--- src/rtl/updown_counter_n.sv ---
// rtl/updown_counter_n.sv - parametrised up/down counter with step prescaler, load, modulus and carry
// Build macro UDCNT_SAT_EN selects saturating mode; default build wraps and pulses co.
module updown_counter_n #(
  parameter int     WIDTH    = 16,
  parameter longint MAX      = (longint'(1) << WIDTH) - 1,
  parameter int     DIV      = 50_000_000,
  parameter int     CNT_INIT = 0
) (
  input  logic             clk,
  input  logic             rst_n,
  input  logic             en,
  input  logic             s,
  input  logic             ld,
  input  logic [WIDTH-1:0] din,
  output logic [WIDTH-1:0] cnt,
  output logic             tick,
  output logic             rc,
  output logic             co
);

  localparam int               PW     = (DIV > 1) ? $clog2(DIV) : 1;
  localparam logic [WIDTH-1:0] MAX_V  = WIDTH'(MAX);
  localparam logic [WIDTH-1:0] INIT_V = WIDTH'(CNT_INIT);
  localparam logic [PW-1:0]    PRE_LAST = PW'(DIV - 1);

  logic [PW-1:0]    pre;
  logic             pre_last;
  logic             at_max;
  logic             at_zero;
  logic [WIDTH-1:0] din_clamped;

  assign pre_last    = (pre == PRE_LAST);
  assign tick        = en & pre_last;
  assign at_max      = (cnt == MAX_V);
  assign at_zero     = (cnt == '0);
  assign rc          = s ? at_zero : at_max;
  assign din_clamped = (din > MAX_V) ? MAX_V : din;

  always_ff @(posedge clk or negedge rst_n) begin
    if (!rst_n) begin
      cnt <= INIT_V;
      pre <= '0;
      co  <= 1'b0;
    end else if (ld) begin
      // A load also restarts the prescaler, so the next step is a full DIV away.
      cnt <= din_clamped;
      pre <= '0;
      co  <= 1'b0;
    end else begin
      if (en) begin
        pre <= pre_last ? '0 : pre + PW'(1);
      end
      if (tick) begin
        if (!s) begin
          if (at_max) begin
`ifdef UDCNT_SAT_EN
            cnt <= MAX_V;
            co  <= 1'b0;
`else
            cnt <= '0;
            co  <= 1'b1;
`endif
          end else begin
            cnt <= cnt + WIDTH'(1);
            co  <= 1'b0;
          end
        end else begin
          if (at_zero) begin
`ifdef UDCNT_SAT_EN
            cnt <= '0;
            co  <= 1'b0;
`else
            cnt <= MAX_V;
            co  <= 1'b1;
`endif
          end else begin
            cnt <= cnt - WIDTH'(1);
            co  <= 1'b0;
          end
        end
      end else begin
        co <= 1'b0;
      end
    end
  end

endmodule

--- config.mk ---
export PLATFORM = sky130hd
export DESIGN_NAME = updown_counter_n
export DESIGN_NICKNAME = d
export VERILOG_FILES = /design/src/rtl/updown_counter_n.sv
export SDC_FILE = /design/constraint.sdc
export NUM_CORES = 1
export LEC_CHECK = 0
export ABC_AREA = 1
export CAP_MARGIN = 20
export CORE_UTILIZATION = 59
export CTS_BUF_LIST = sky130_fd_sc_hd__clkbuf_4
export DETAILED_ROUTE_END_ITERATION = 6
export PLACE_DENSITY = 0.8
export REMOVE_ABC_BUFFERS = 1
export SYNTH_ARGS = -nofsm -noshare
export SYNTH_HDL_FRONTEND = slang
export SYNTH_SLANG_ARGS = --single-unit
--- constraint.sdc ---
create_clock -name clk -period 2.5 [get_ports clk]
set_clock_uncertainty 0.2 [all_clocks]
set_input_delay 0.375 -clock clk [delete_from_list [all_inputs] [get_ports clk]]
set_output_delay 0.375 -clock clk [all_outputs]
set_load 0.02 [all_outputs]
==> impl_metrics.csv <==
group,metric,value,unit
die,core_area,5921,um2
die,initial_core_util,61.09,%
layout,areaGrowthSynthToFinish,19.79,%
layout,ff_latch_area,1076,um2
placed_design,gp_congestion,0.9870,
drt,vias_per_cell,5.810,
synthesis,ys_seq_elements,43,
layout,multi_input_area,2228,um2
critical_path,crit_buf_inv,3,
drt,vias,4288,
layout,drive_above_1_share,12.07,%
critical_path,crit_fanout,5,
synthesis,synth_area_leaders,"dfrtp_1 (30%), nand2_1 (22%), nand3_1 (9.3%)",
min_path,worstHoldPathType,"reg -> reg",
placed_design,dp_hpwl,8662,um
synthesis,synth_top_area_share,29.75,%
run,cap_viol_max_count,0,
drt,wl_per_cell,15.57,um
placed_design,io_buffers,39,
timing,min_period,2404,ps
clock_tree,max-clock-path-buffers,2,
clock_tree,cts.sinks,43,
layout,fill_cells,515,
timing,slew_headroom,55.32,%
grt,grt_pass1_vias,4059,
drt,final_antenna_net_count,0,
clock_tree,cts.htree.levels,2,
drt,drt_wl_total,11490,um
run_status,status,"finished clean",
synthesis,synth_top_area_cell,"dfrtp_1",
layout,insertedDiodeCount,0,
clock_tree,tritoncts,"built",
grt,antenna_found_initial,0,
clock_tree,cts-buffers-inserted,5,
die,dieHeight,80.30,um
synthesis,syn_avg_cell_area,6.059,um2
layout,nNetsFinal,687,
critical_path,cpMaxStageDelayCell,"dfrtp_1",
critical_path,cpLargestDelayFamily,"buffers and inverters",
power,power.leakage,2.005,nW
power,powerDensity,411.6,nW/um2
synthesis,synth_cells,597,
drt,dr.pass1.iters,5,
drt,drtIter0Drc,278,
layout,mostFrequentLayoutCells,"nand2_1 (215), nor2_1 (87), nand3_1 (67), inv_1 (52), dfrtp_1 (43)",
timing,fmax,0.4160,GHz
timing,setup_violations,0,
synthesis,syn_area,3617,um2
synthesis,netlist-cell-type-count,37,
critical_path,cp.arrival,1830,ps
die,rows,28,
critical_path,start_kind,"register",
critical_path,slowest_delay,420,ps
layout,final_cells,738,
critical_path,cp.required,1920,ps
timing,fin_crit_sh,96.14,%
synthesis,yosysWarnings,0,
timing,fin_hold_ws,342.0,ps
grt,grt_overflow,0,
critical_path,crit_type,"reg -> out",
timing,finalHoldViolCount,0,
clock_tree,cts.reportedPaths.clkPinSlew,140,ps
die,ioPinCount,40,
power,vdd_ir_drop_max,0.3480,mV
critical_path,worstPathCellList,"buf_4 > inv_1 > ha_1 > nand3_1 > nor2_1 > nand3_2 > o21ai_2 > buf_2",
die,die_area,6448,um2
placed_design,dp_cells,726,
layout,layout_commonest_cell,"nand2_1",
grt,grt_pass1_wl,18710,um
drt,drc,0,
grt,grt_util_all_layers,38.20,%
grt,grt_max_degree,44,
die,die_w,80.30,um
timing,drv_slew,0,
synthesis,synth-seq-area-share,29.75,%
clock_tree,root_buffer,"clkbuf_4",
clock_tree,worstSkewPairLatency,370,ps
timing,tightest_slew,665.0,ps
critical_path,crit_path_end_kind,"primary output",
## layout make-up
cell class,instances,area share [%]
timing repair buffer,78,15.48
clock buffer,6,1.040
multi-input combinational,479,51.43
inverter,55,4.765
clock inverter,2,0.2888
tap,75,2.166
sequential,43,24.83
## flip-flops by register name, summed over array words and instances (netlist names)
register	count
cnt	16
co	1
pre	26
## kinds of logic (layout without fill, tap and decap cells)
group	after synthesis	in the layout	share of synthesized area, %
fa+ha+maj	4	4	1.384
compound gates	33	33	4.947
flops	43	43	29.75
simple gates	431	431	52.54
xor+xnor	11	11	2.663
buf+inv	75	141	8.717
## tightest hold or removal path, delay by kind of cell, from the launching register on
family	cells	cell delay [ps]
DFF	1	400
and+or+nand+nor	2	130
## per-stage QoR
stage	instance area [um2]	setup TNS [ps]	total power (W)	utilization (%)	setup slack [ps]
global route	4333	-2.119	0.001870	73.18	-2.119
CTS	4320	0	0.001756	72.97	0.3149
floorplan	3508	0	0.001103	-	374.5
detailed placement	4250	0	0.001392	71.79	72.58
global placement	4250	0	0.001379	71.79	108.9
finish	4333	0	0.001784	73.18	96.44
## repair_timing
item / CTS / global route
hold endpoints to repair: 43 / 0
gates resized for setup: 6 / 3
pin swaps: 0 / 0
setup buffers: 0 / 3
endpoints found under the setup margin: 2 / 2
hold buffers: 1 / 0
## cell usage after synthesis
cell      count
a211oi_1      1
buf_2        10
clkbuf_1      3
nor3_1       14
buf_4         3
nand2_2       6
nand3_1      67
ha_1          4
nand3b_1      2
nor2_2        7
and3_1        1
nand2_1     215
o211ai_1      1
nor2_1       87
o21ai_0      20
or2_2         2
xor2_1       10
inv_1        52
a31oi_1       2
clkbuf_2      2
nor3_2        3
and2_1        2
xnor2_1       1
buf_1         1
buf_6         1
dfrtp_1      43
nor3_4        1
o21ai_2       1
inv_2         2
nor2_4        5
a21boi_0      1
o21ai_1       1
nand3_2       3
nand4_1      15
clkinv_1      1
nor3b_1       1
a21oi_1       6
## final timing paths
check / slack, ps / startpoint / end / cells after the start
setup / recovery: 100 / cnt[0] / rc / 8
hold / removal: 340 / pre[1] / pre[1] / 2
setup reg to reg: 210 / pre[0] / cnt[1] / 13
hold reg to reg: 340 / pre[1] / pre[1] / 2
max in group asynchronous: 1310 / rst_n / cnt[8] / 3
min in group asynchronous: 400 / rst_n / pre[25] / 3
## per-layer routing
layer / GRT usage, % / share of wire (%) / up-vias
met5: 0 / 0 / -
met4: 21.43 / 4.8 / 0
met3: 8.295 / 8.8 / 56
met2: 67.18 / 49 / 225
met1: 42.43 / 38 / 1984
li1: - / - / 2023
## where the power goes
group	total, W	internal (W)	switching, W
sequential	0.000781	0.000732	0.0000495
combinational	0.000622	0.000254	0.000368
clock	0.000380	0.000120	0.000260
total	0.00178	0.00111	0.000678
No activity file was read; power rests on OpenSTA's default activity.
